===== src/rtl/mby_tag_mc_ring_stop.sv =====
// Multicast tag ring stop: per-channel tag FIFOs, round-robin insertion into free ring slots,
// forwarding of occupied slots and ejection of slots addressed to this stop.
// Optional statistics counters are compiled in when MBY_TAG_RING_STATS_EN is defined.
module mby_tag_mc_ring_stop #(
  parameter int NUM_CH     = 4,
  parameter int DATA_W     = 64,
  parameter int ID_W       = 4,
  parameter int FIFO_DEPTH = 4
`ifdef MBY_TAG_RING_STATS_EN
  ,
  parameter int CNT_W      = 32
`endif
) (
  input  logic                     clk,
  input  logic                     rst,
  input  logic [ID_W-1:0]          cfg_local_id,
  input  logic [NUM_CH-1:0]        in_valid,
  output logic [NUM_CH-1:0]        in_ready,
  input  logic [NUM_CH*DATA_W-1:0] in_data,
  input  logic [NUM_CH*ID_W-1:0]   in_dest,
  input  logic                     ring_in_valid,
  input  logic [DATA_W-1:0]        ring_in_data,
  input  logic [ID_W-1:0]          ring_in_dest,
  output logic                     ring_out_valid,
  output logic [DATA_W-1:0]        ring_out_data,
  output logic [ID_W-1:0]          ring_out_dest,
  output logic                     eject_valid,
  output logic [DATA_W-1:0]        eject_data
`ifdef MBY_TAG_RING_STATS_EN
  ,
  output logic [CNT_W-1:0]         stat_ins_cnt,
  output logic [CNT_W-1:0]         stat_stall_cnt
`endif
);

  localparam int AW = $clog2(FIFO_DEPTH);
  localparam int CW = AW + 1;
  localparam int PW = (NUM_CH > 1) ? $clog2(NUM_CH) : 1;

  logic              ready_en;
  logic [NUM_CH-1:0] push;
  logic [NUM_CH-1:0] pop;
  logic [NUM_CH-1:0] full;
  logic [NUM_CH-1:0] not_empty;
  logic [DATA_W-1:0] head_data [NUM_CH];
  logic [ID_W-1:0]   head_dest [NUM_CH];

  logic              eject_hit;
  logic              fwd;
  logic              slot_free;
  logic              grant_valid;
  logic [PW-1:0]     grant_idx;
  logic              insert;
  logic [PW-1:0]     rr_ptr;

  // Holds in_ready low during reset and releases it on the first clock edge afterwards.
  always_ff @(posedge clk or negedge rst) begin
    if (!rst) begin
      ready_en <= 1'b0;
    end else begin
      ready_en <= 1'b1;
    end
  end

  assign in_ready = {NUM_CH{ready_en}} & ~full;
  assign push     = in_valid & in_ready;

  for (genvar g = 0; g < NUM_CH; g++) begin : g_fifo
    logic [DATA_W-1:0] data_mem [FIFO_DEPTH];
    logic [ID_W-1:0]   dest_mem [FIFO_DEPTH];
    logic [AW-1:0]     wr_ptr;
    logic [AW-1:0]     rd_ptr;
    logic [CW-1:0]     count;

    always_ff @(posedge clk or negedge rst) begin
      if (!rst) begin
        wr_ptr <= '0;
        rd_ptr <= '0;
        count  <= '0;
      end else begin
        if (push[g]) wr_ptr <= wr_ptr + 1'b1;
        if (pop[g])  rd_ptr <= rd_ptr + 1'b1;
        case ({push[g], pop[g]})
          2'b10:   count <= count + 1'b1;
          2'b01:   count <= count - 1'b1;
          default: count <= count;
        endcase
      end
    end

    // Storage is not reset; occupancy alone decides what is valid.
    always_ff @(posedge clk) begin
      if (push[g]) begin
        data_mem[wr_ptr] <= in_data[g*DATA_W +: DATA_W];
        dest_mem[wr_ptr] <= in_dest[g*ID_W +: ID_W];
      end
    end

    assign full[g]      = (count == CW'(FIFO_DEPTH));
    assign not_empty[g] = (count != '0);
    assign head_data[g] = data_mem[rd_ptr];
    assign head_dest[g] = dest_mem[rd_ptr];
  end

  assign eject_hit = ring_in_valid && (ring_in_dest == cfg_local_id);
  assign fwd       = ring_in_valid && !eject_hit;
  assign slot_free = !fwd;

  // Round-robin scan starting at rr_ptr; iterating downwards lets the closest requester win.
  always_comb begin
    int            idx;
    logic [PW-1:0] idx_p;
    grant_valid = 1'b0;
    grant_idx   = '0;
    idx         = 0;
    idx_p       = '0;
    for (int i = NUM_CH - 1; i >= 0; i--) begin
      idx = int'(rr_ptr) + i;
      if (idx >= NUM_CH) idx = idx - NUM_CH;
      idx_p = idx[PW-1:0];
      if (not_empty[idx_p]) begin
        grant_valid = 1'b1;
        grant_idx   = idx_p;
      end
    end
  end

  assign insert = slot_free && grant_valid;

  always_comb begin
    pop = '0;
    if (insert) pop[grant_idx] = 1'b1;
  end

  always_ff @(posedge clk or negedge rst) begin
    if (!rst) begin
      ring_out_valid <= 1'b0;
      ring_out_data  <= '0;
      ring_out_dest  <= '0;
      eject_valid    <= 1'b0;
      eject_data     <= '0;
      rr_ptr         <= '0;
    end else begin
      ring_out_valid <= fwd || insert;
      if (fwd) begin
        ring_out_data <= ring_in_data;
        ring_out_dest <= ring_in_dest;
      end else if (insert) begin
        ring_out_data <= head_data[grant_idx];
        ring_out_dest <= head_dest[grant_idx];
      end else begin
        ring_out_data <= '0;
        ring_out_dest <= '0;
      end
      eject_valid <= eject_hit;
      if (eject_hit) eject_data <= ring_in_data;
      if (insert) begin
        rr_ptr <= (grant_idx == PW'(NUM_CH - 1)) ? '0 : grant_idx + 1'b1;
      end
    end
  end

`ifdef MBY_TAG_RING_STATS_EN
  // Saturating counters; a stall is a forwarded slot while any local tag is waiting.
  always_ff @(posedge clk or negedge rst) begin
    if (!rst) begin
      stat_ins_cnt   <= '0;
      stat_stall_cnt <= '0;
    end else begin
      if (insert && (stat_ins_cnt != '1)) stat_ins_cnt <= stat_ins_cnt + 1'b1;
      if (fwd && (|not_empty) && (stat_stall_cnt != '1)) stat_stall_cnt <= stat_stall_cnt + 1'b1;
    end
  end
`endif

endmodule

===== config.mk =====
export PLATFORM = sky130hd
export DESIGN_NAME = mby_tag_mc_ring_stop
export DESIGN_NICKNAME = d
export VERILOG_FILES = /design/src/rtl/mby_tag_mc_ring_stop.sv
export SDC_FILE = /design/constraint.sdc
export NUM_CORES = 1
export LEC_CHECK = 0
export CAP_MARGIN = 20
export CORE_MARGIN = 2
export CORE_UTILIZATION = 43
export DETAILED_ROUTE_END_ITERATION = 12
export PLACE_DENSITY = 0.67
export RECOVER_POWER = 50
export SKIP_CTS_REPAIR_TIMING = 1
export SLEW_MARGIN = 0
export SYNTH_ARGS = -nofsm -noshare
export SYNTH_HDL_FRONTEND = slang
export SYNTH_SLANG_ARGS = --single-unit

===== constraint.sdc =====
create_clock -name clk -period 4.8 [get_ports clk]
set_input_delay 1.44 -clock clk [delete_from_list [all_inputs] [get_ports clk]]
set_output_delay 1.44 -clock clk [all_outputs]
set_load 0.02 [all_outputs]

==> results of run 1 <==
## metrics by stage
step	std cells	setup WS (ns)	util, %
6_report	4428	0.715	53.4
3_5_place_dp	4140	0.297	49.5
5_1_grt	4407	0.475	53.3
3_3_place_gp	4140	0.368	49.5
2_1_floorplan	2241	0.934	-
4_1_cts	4385	0.614	53.3
## routing by layer
| layer | up-vias | track usage (%) | wire [um] |
|---|---|---|---|
| met1 | 13577 | 32.4 | 54900 |
| met3 | 303 | 6.21 | 12100 |
| met4 | 34 | 7.28 | 4300 |
| met5 | - | 0 | 219 |
| met2 | 1136 | 34.6 | 61100 |
| li1 | 10583 | - | - |
## layout by cell type (no fill, tap or decap), types with 21 or more instances in the layout
cell type / netlist / final
edfxtp_1: 1088 / 1088
dlygate4sd3_1: 0 / 276
mux4_2: 272 / 272
clkdlybuf4s50_1: 0 / 211
dfrtp_1: 165 / 157
clkbuf_16: 0 / 133
mux2_2: 65 / 65
o211ai_1: 64 / 64
o31ai_1: 64 / 64
a221o_1: 64 / 64
mux2_1: 63 / 63
diode_2: 0 / 43
a211oi_1: 36 / 36
clkbuf_1: 91 / 36
buf_4: 0 / 32
inv_1: 28 / 28
a211oi_2: 29 / 28
clkinv_1: 0 / 23
buf_12: 0 / 23
ha_1: 21 / 21
## power breakdown
part	switching [uW]	total (uW)	leakage (uW)	internal (uW)
clock	4260	10000	0.00207	5740
combinational	6930	12200	0.00582	5230
sequential	1250	14800	0.0119	13500
## cell type report
type                    instances  area (um2)  area share, %
diodes                         43         108          0.179
clock buffers                 171        3520           5.87
flip-flops and latches       1253       36800           61.4
well taps                    1500        1880           3.13
clock inverters                74         764           1.27
multi-input cells             810       11200           18.6
repair buffers                547        5600           9.33
inverters                      30         113          0.188
## cells by family (layout without fill, tap and decap cells)
logic type,count (synthesis),count (layout),share of synthesized area [%]
other cells,1,44,0.00771
simple gates,66,66,0.806
flops,1253,1253,75.7
xor+xnor,28,28,0.505
buf+inv,178,822,1.54
mux,410,410,15.8
compound gates,280,280,4.95
fa+ha+maj,25,25,0.705
## path summary, 6_finish.rpt
path / startpoint / end / slack [ns]
worst min register to register: eject_data[62]$_DFFE_PN0P_ / eject_data[62]$_DFFE_PN0P_ / 0.50
worst min-delay path: eject_data[62]$_DFFE_PN0P_ / eject_data[62]$_DFFE_PN0P_ / 0.50
min in group asynchronous: rst / eject_data[21]$_DFFE_PN0P_ / 1.47
max in group asynchronous: rst / ring_out_data[2]$_DFF_PN0_ / 0.99
worst max register to register: g_fifo[0].count[1]$_DFFE_PN0P_ / g_fifo[1].count[2]$_DFFE_PN0P_ / 1.47
worst max-delay path: g_fifo[2].count[1]$_DFFE_PN0P_ / in_ready[2] / 0.72
## registers in the layout (all words and copies together) (netlist names)
register,flops
g_fifo.count,12
eject_data,64
g_fifo.rd_ptr,8
g_fifo.dest_mem,64
eject_valid,1
g_fifo.data_mem,1024
ready_en,1
ring_out_dest,4
ring_out_valid,1
rr_ptr,2
g_fifo.wr_ptr,8
ring_out_data,64
==> flow_summary.json, run 1 <==
{
  "synthTopCellsByArea": "edfxtp_1, mux4_2, dfrtp_1",
  "drv_slew": 195,
  "syn_inst": 2241,
  "vias_per_cell": 5.79,
  "area_growth_pct": 23.4,
  "violations": "max-capacitance violations, max-slew violations",
  "setup_viol": 0,
  "drt_pass1_iterations": 6,
  "cp_num_buf_inv": 2,
  "coreArea_um2": 112000,
  "design_area_um2": 60000,
  "clk_latency_ns": 0.76,
  "synth_common_cells": "edfxtp_1, mux4_2, dfrtp_1",
  "antenna_found_initial": 100,
  "htree_levels": 4,
  "status": "finished, violations left",
  "place_area_um2": 55600,
  "power_uw": 37000,
  "critPathMaxStageDelay_ns": 0.85,
  "required_ns": 3.36,
  "hold_depth": 1,
  "dp_hpwl_um": 90500,
  "async_flop_share_pct": 13.2,
  "initial_core_util_pct": 43.3,
  "track_usage_pct": 22.8,
  "grt_pass1_wl_um": 188000,
  "yosysTopAreaCell": "edfxtp_1",
  "power.leakage_uw": 0.0197,
  "crit_arrival_ns": 2.64,
  "critical_path_class": "reg2out",
  "fp-row-count": 123,
  "cts_buffer_depth": 3,
  "numPortBuffers": 488,
  "nFillCells": 8638,
  "grt_pass1_vias": 26064,
  "syn-num-nets": 2617,
  "die_w_um": 340,
  "tightest_slew_ns": 2.70,
  "ys_types": 51,
  "worstPathCellList": "inv_1, a31oi_1, clkdlybuf4s50_1",
  "yosysMostFrequentCell": "edfxtp_1",
  "syn_avg_cell_area_um2": 21.7,
  "die_area_um2": 116000,
  "cp_num_cells": 3,
  "drc": 0,
  "holdCritPathClass": "reg2reg",
  "dieHeight_um": 340,
  "ys_seq_elements": 1253,
  "rr_worst_depth": 11,
  "nNetsFinal": 3151,
  "yosysSeqAreaShare_pct": 75.7,
  "slew_headroom_pct": -80.0,
  "ant_nets": 0,
  "ir_drop_mv": 0.649,
  "drive_above_1_share_pct": 22.5,
  "crit_slowest_cell": "clkdlybuf4s50_1",
  "vias": 25633,
  "power.density_nw_per_um2": 616,
  "clk_pin_slew_ns": 0.06,
  "min_period_ns": 4.08,
  "gp_congestion": 0.943,
  "worstPathMaxFanout": 6,
  "ys_warn_count": 0,
  "rsz0062_at_grt": "false",
  "overflow": 0,
  "worst_setup_path_start_kind": "flip-flop",
  "finalHoldViolations": 0,
  "drt-initial-drc-count": 2687,
  "io_pins": 489,
  "end_kind": "output pin",
  "crit_family": "buffers and inverters",
  "cts_root_buffer": "clkbuf_16",
  "routed_wl_um": 133000,
  "cts_buffers": 133,
  "cts_sinks": 1253,
  "synth_flop_cell": "edfxtp_1",
  "grt_max_degree": 96,
  "tritoncts": "done",
  "fin_skew_ns": 0.0313,
  "netlist_area_um2": 48600,
  "fin_tns_setup_ns": 0,
  "fmax_mhz": 245,
  "holdWs_ns": 0.504,
  "final.period_utilization_pct": 85.1,
  "post_drt_wl_per_cell_um": 29.9,
  "maxCapViolCount": 5,
  "synthDominantCellAreaShare_pct": 67.2,
  "synth_edf_count": 1088
}
(Power assumes the default switching activity.)
==> inputs of run 2 (changes only) <==
clock period = 4.1 ns   (was 4.8 ns; I/O delays follow)
==> flow_summary.json, run 2 (synthesis gave the netlist of run 1 again) <==
{
  "htree_levels": 4,
  "setup_viol": 0,
  "crit_arrival_ns": 2.74,
  "design_area_um2": 60000,
  "largest_register_ffs": 1024,
  "post_drt_wl_per_cell_um": 29.4,
  "drc": 0,
  "drt-initial-drc-count": 2826,
  "vias_per_cell": 5.74,
  "min_period_ns": 3.97,
  "ant_nets": 0,
  "busiest_layer": "met2",
  "top_register": "g_fifo.data_mem",
  "dp_hpwl_um": 89700,
  "maxCapViolCount": 3,
  "most-common-layout-cells": "edfxtp_1, mux4_2, dlygate4sd3_1",
  "end_kind": "output pin",
  "holdCritPathClass": "reg2reg",
  "final.period_utilization_pct": 96.9,
  "vias": 25443,
  "cts_buffers": 132,
  "drv_slew": 124,
  "numPortBuffers": 488,
  "crit_slowest_cell": "clkdlybuf4s50_1",
  "power_uw": 43100,
  "required_ns": 2.87,
  "clk_latency_ns": 0.73,
  "dieHeight_um": 340,
  "holdWs_ns": 0.505,
  "worstPathMaxFanout": 6,
  "instances_no_fill": 4430,
  "fp-row-count": 123,
  "tightest_slew_ns": 2.14,
  "area_growth_pct": 23.4,
  "clk_pin_slew_ns": 0.06,
  "status": "finished, violations left",
  "fmax_mhz": 252,
  "track_usage_pct": 22.6,
  "drt_pass1_iterations": 7,
  "cts_root_buffer": "clkbuf_16",
  "fin_skew_ns": 0.0303,
  "regArea_um2": 36800,
  "nNetsFinal": 3163,
  "grt_pass1_wl_um": 187000,
  "cts_sinks": 1253,
  "met2_usage_pct": 33.3,
  "antenna_found_initial": 95,
  "cts_buffer_depth": 3,
  "drive_above_1_share_pct": 22.7,
  "critPathMaxStageDelay_ns": 0.86,
  "grt_use_met1_pct": 32.0,
  "die_area_um2": 116000,
  "power.density_nw_per_um2": 718,
  "final_common_cell": "edfxtp_1",
  "nFillCells": 8609,
  "finalHoldViolations": 0,
  "ir_drop_mv": 0.819,
  "violations": "max-capacitance violations, max-slew violations",
  "critical_path_class": "reg2out",
  "coreArea_um2": 112000,
  "io_pins": 489,
  "met3_usage_pct": 6.94,
  "worst_setup_path_start_kind": "flip-flop",
  "initial_core_util_pct": 43.3,
  "grt_pass1_vias": 25988,
  "rsz0062_at_grt": "false",
  "die_w_um": 340,
  "placed_cells": 4152,
  "multiInputGateArea_um2": 11200,
  "power.leakage_uw": 0.0198,
  "overflow": 0,
  "grt_max_degree": 75,
  "gp_congestion": 0.957,
  "tritoncts": "done",
  "place_area_um2": 55700,
  "worstPathCellList": "inv_1, a31oi_1, clkdlybuf4s50_1",
  "routed_wl_um": 130000,
  "slew_headroom_pct": -42.9
}
## run 2: cell count changes in the layout (fill, tap and decap cells not counted), moves of 4 or more
cell / delta
buf_4: +13
clkinv_8: -8
clkbuf_16: +5
dlygate4sd3_1: -4
clkdlybuf4s50_1: +4
## run 2: final timing paths
| path | cells past startpoint | from | end | slack [ns] |
|---|---|---|---|---|
| min reg2reg | 1 | eject_data[43]$_DFFE_PN0P_ | eject_data[43]$_DFFE_PN0P_ | 0.51 |
| max in group asynchronous | 2 | rst | eject_data[40]$_DFFE_PN0P_ | 0.85 |
| min in group asynchronous | 1 | rst | ring_out_data[22]$_DFF_PN0_ | 1.08 |
| max reg2reg | 12 | g_fifo[0].count[0]$_DFFE_PN0P_ | g_fifo[3].count[2]$_DFFE_PN0P_ | 0.94 |
| min | 1 | eject_data[43]$_DFFE_PN0P_ | eject_data[43]$_DFFE_PN0P_ | 0.51 |
| max | 3 | g_fifo[1].count[0]$_DFFE_PN0P_ | in_ready[1] | 0.13 |
## run 2: final cells by class
class | count | share of cell area, %
Tap cell | 1500 | 3.13
Inverter | 30 | 0.188
Antenna cell | 42 | 0.175
Timing Repair Buffer | 560 | 9.51
Clock inverter | 60 | 0.908
Clock buffer | 175 | 6.07
Multi-Input combinational cell | 810 | 18.6
Sequential cell | 1253 | 61.4
## run 2: metal layers
metal | part of all wire [%] | up-vias
met4 | 3.2 | 58
met3 | 9.6 | 304
met5 | 0.29 | -
li1 | - | 10613
met1 | 42 | 13334
met2 | 45 | 1134
## run 2: critical path, delay by kind of cell, from the launching register on
kind | cells | cell delay [ns]
compound gates | 1 | 0.64
buf+inv | 2 | 0.97
flops | 1 | 0.41
## run 2: through the flow
stage	worst slack, ns	utilization [%]	setup TNS (ns)
finish	0.125	53.4	0
global route	0.0232	53.3	0
CTS	0.119	53.3	0
detailed placement	-0.0885	49.6	-0.141
global placement	0.0500	49.6	0
floorplan	0.444	-	0
## run 2: power breakdown
group / total [uW] / internal [uW] / switching (uW)
logic: 14300 / 6200 / 8060
clock network: 11600 / 6810 / 4760
registers: 17300 / 15900 / 1410
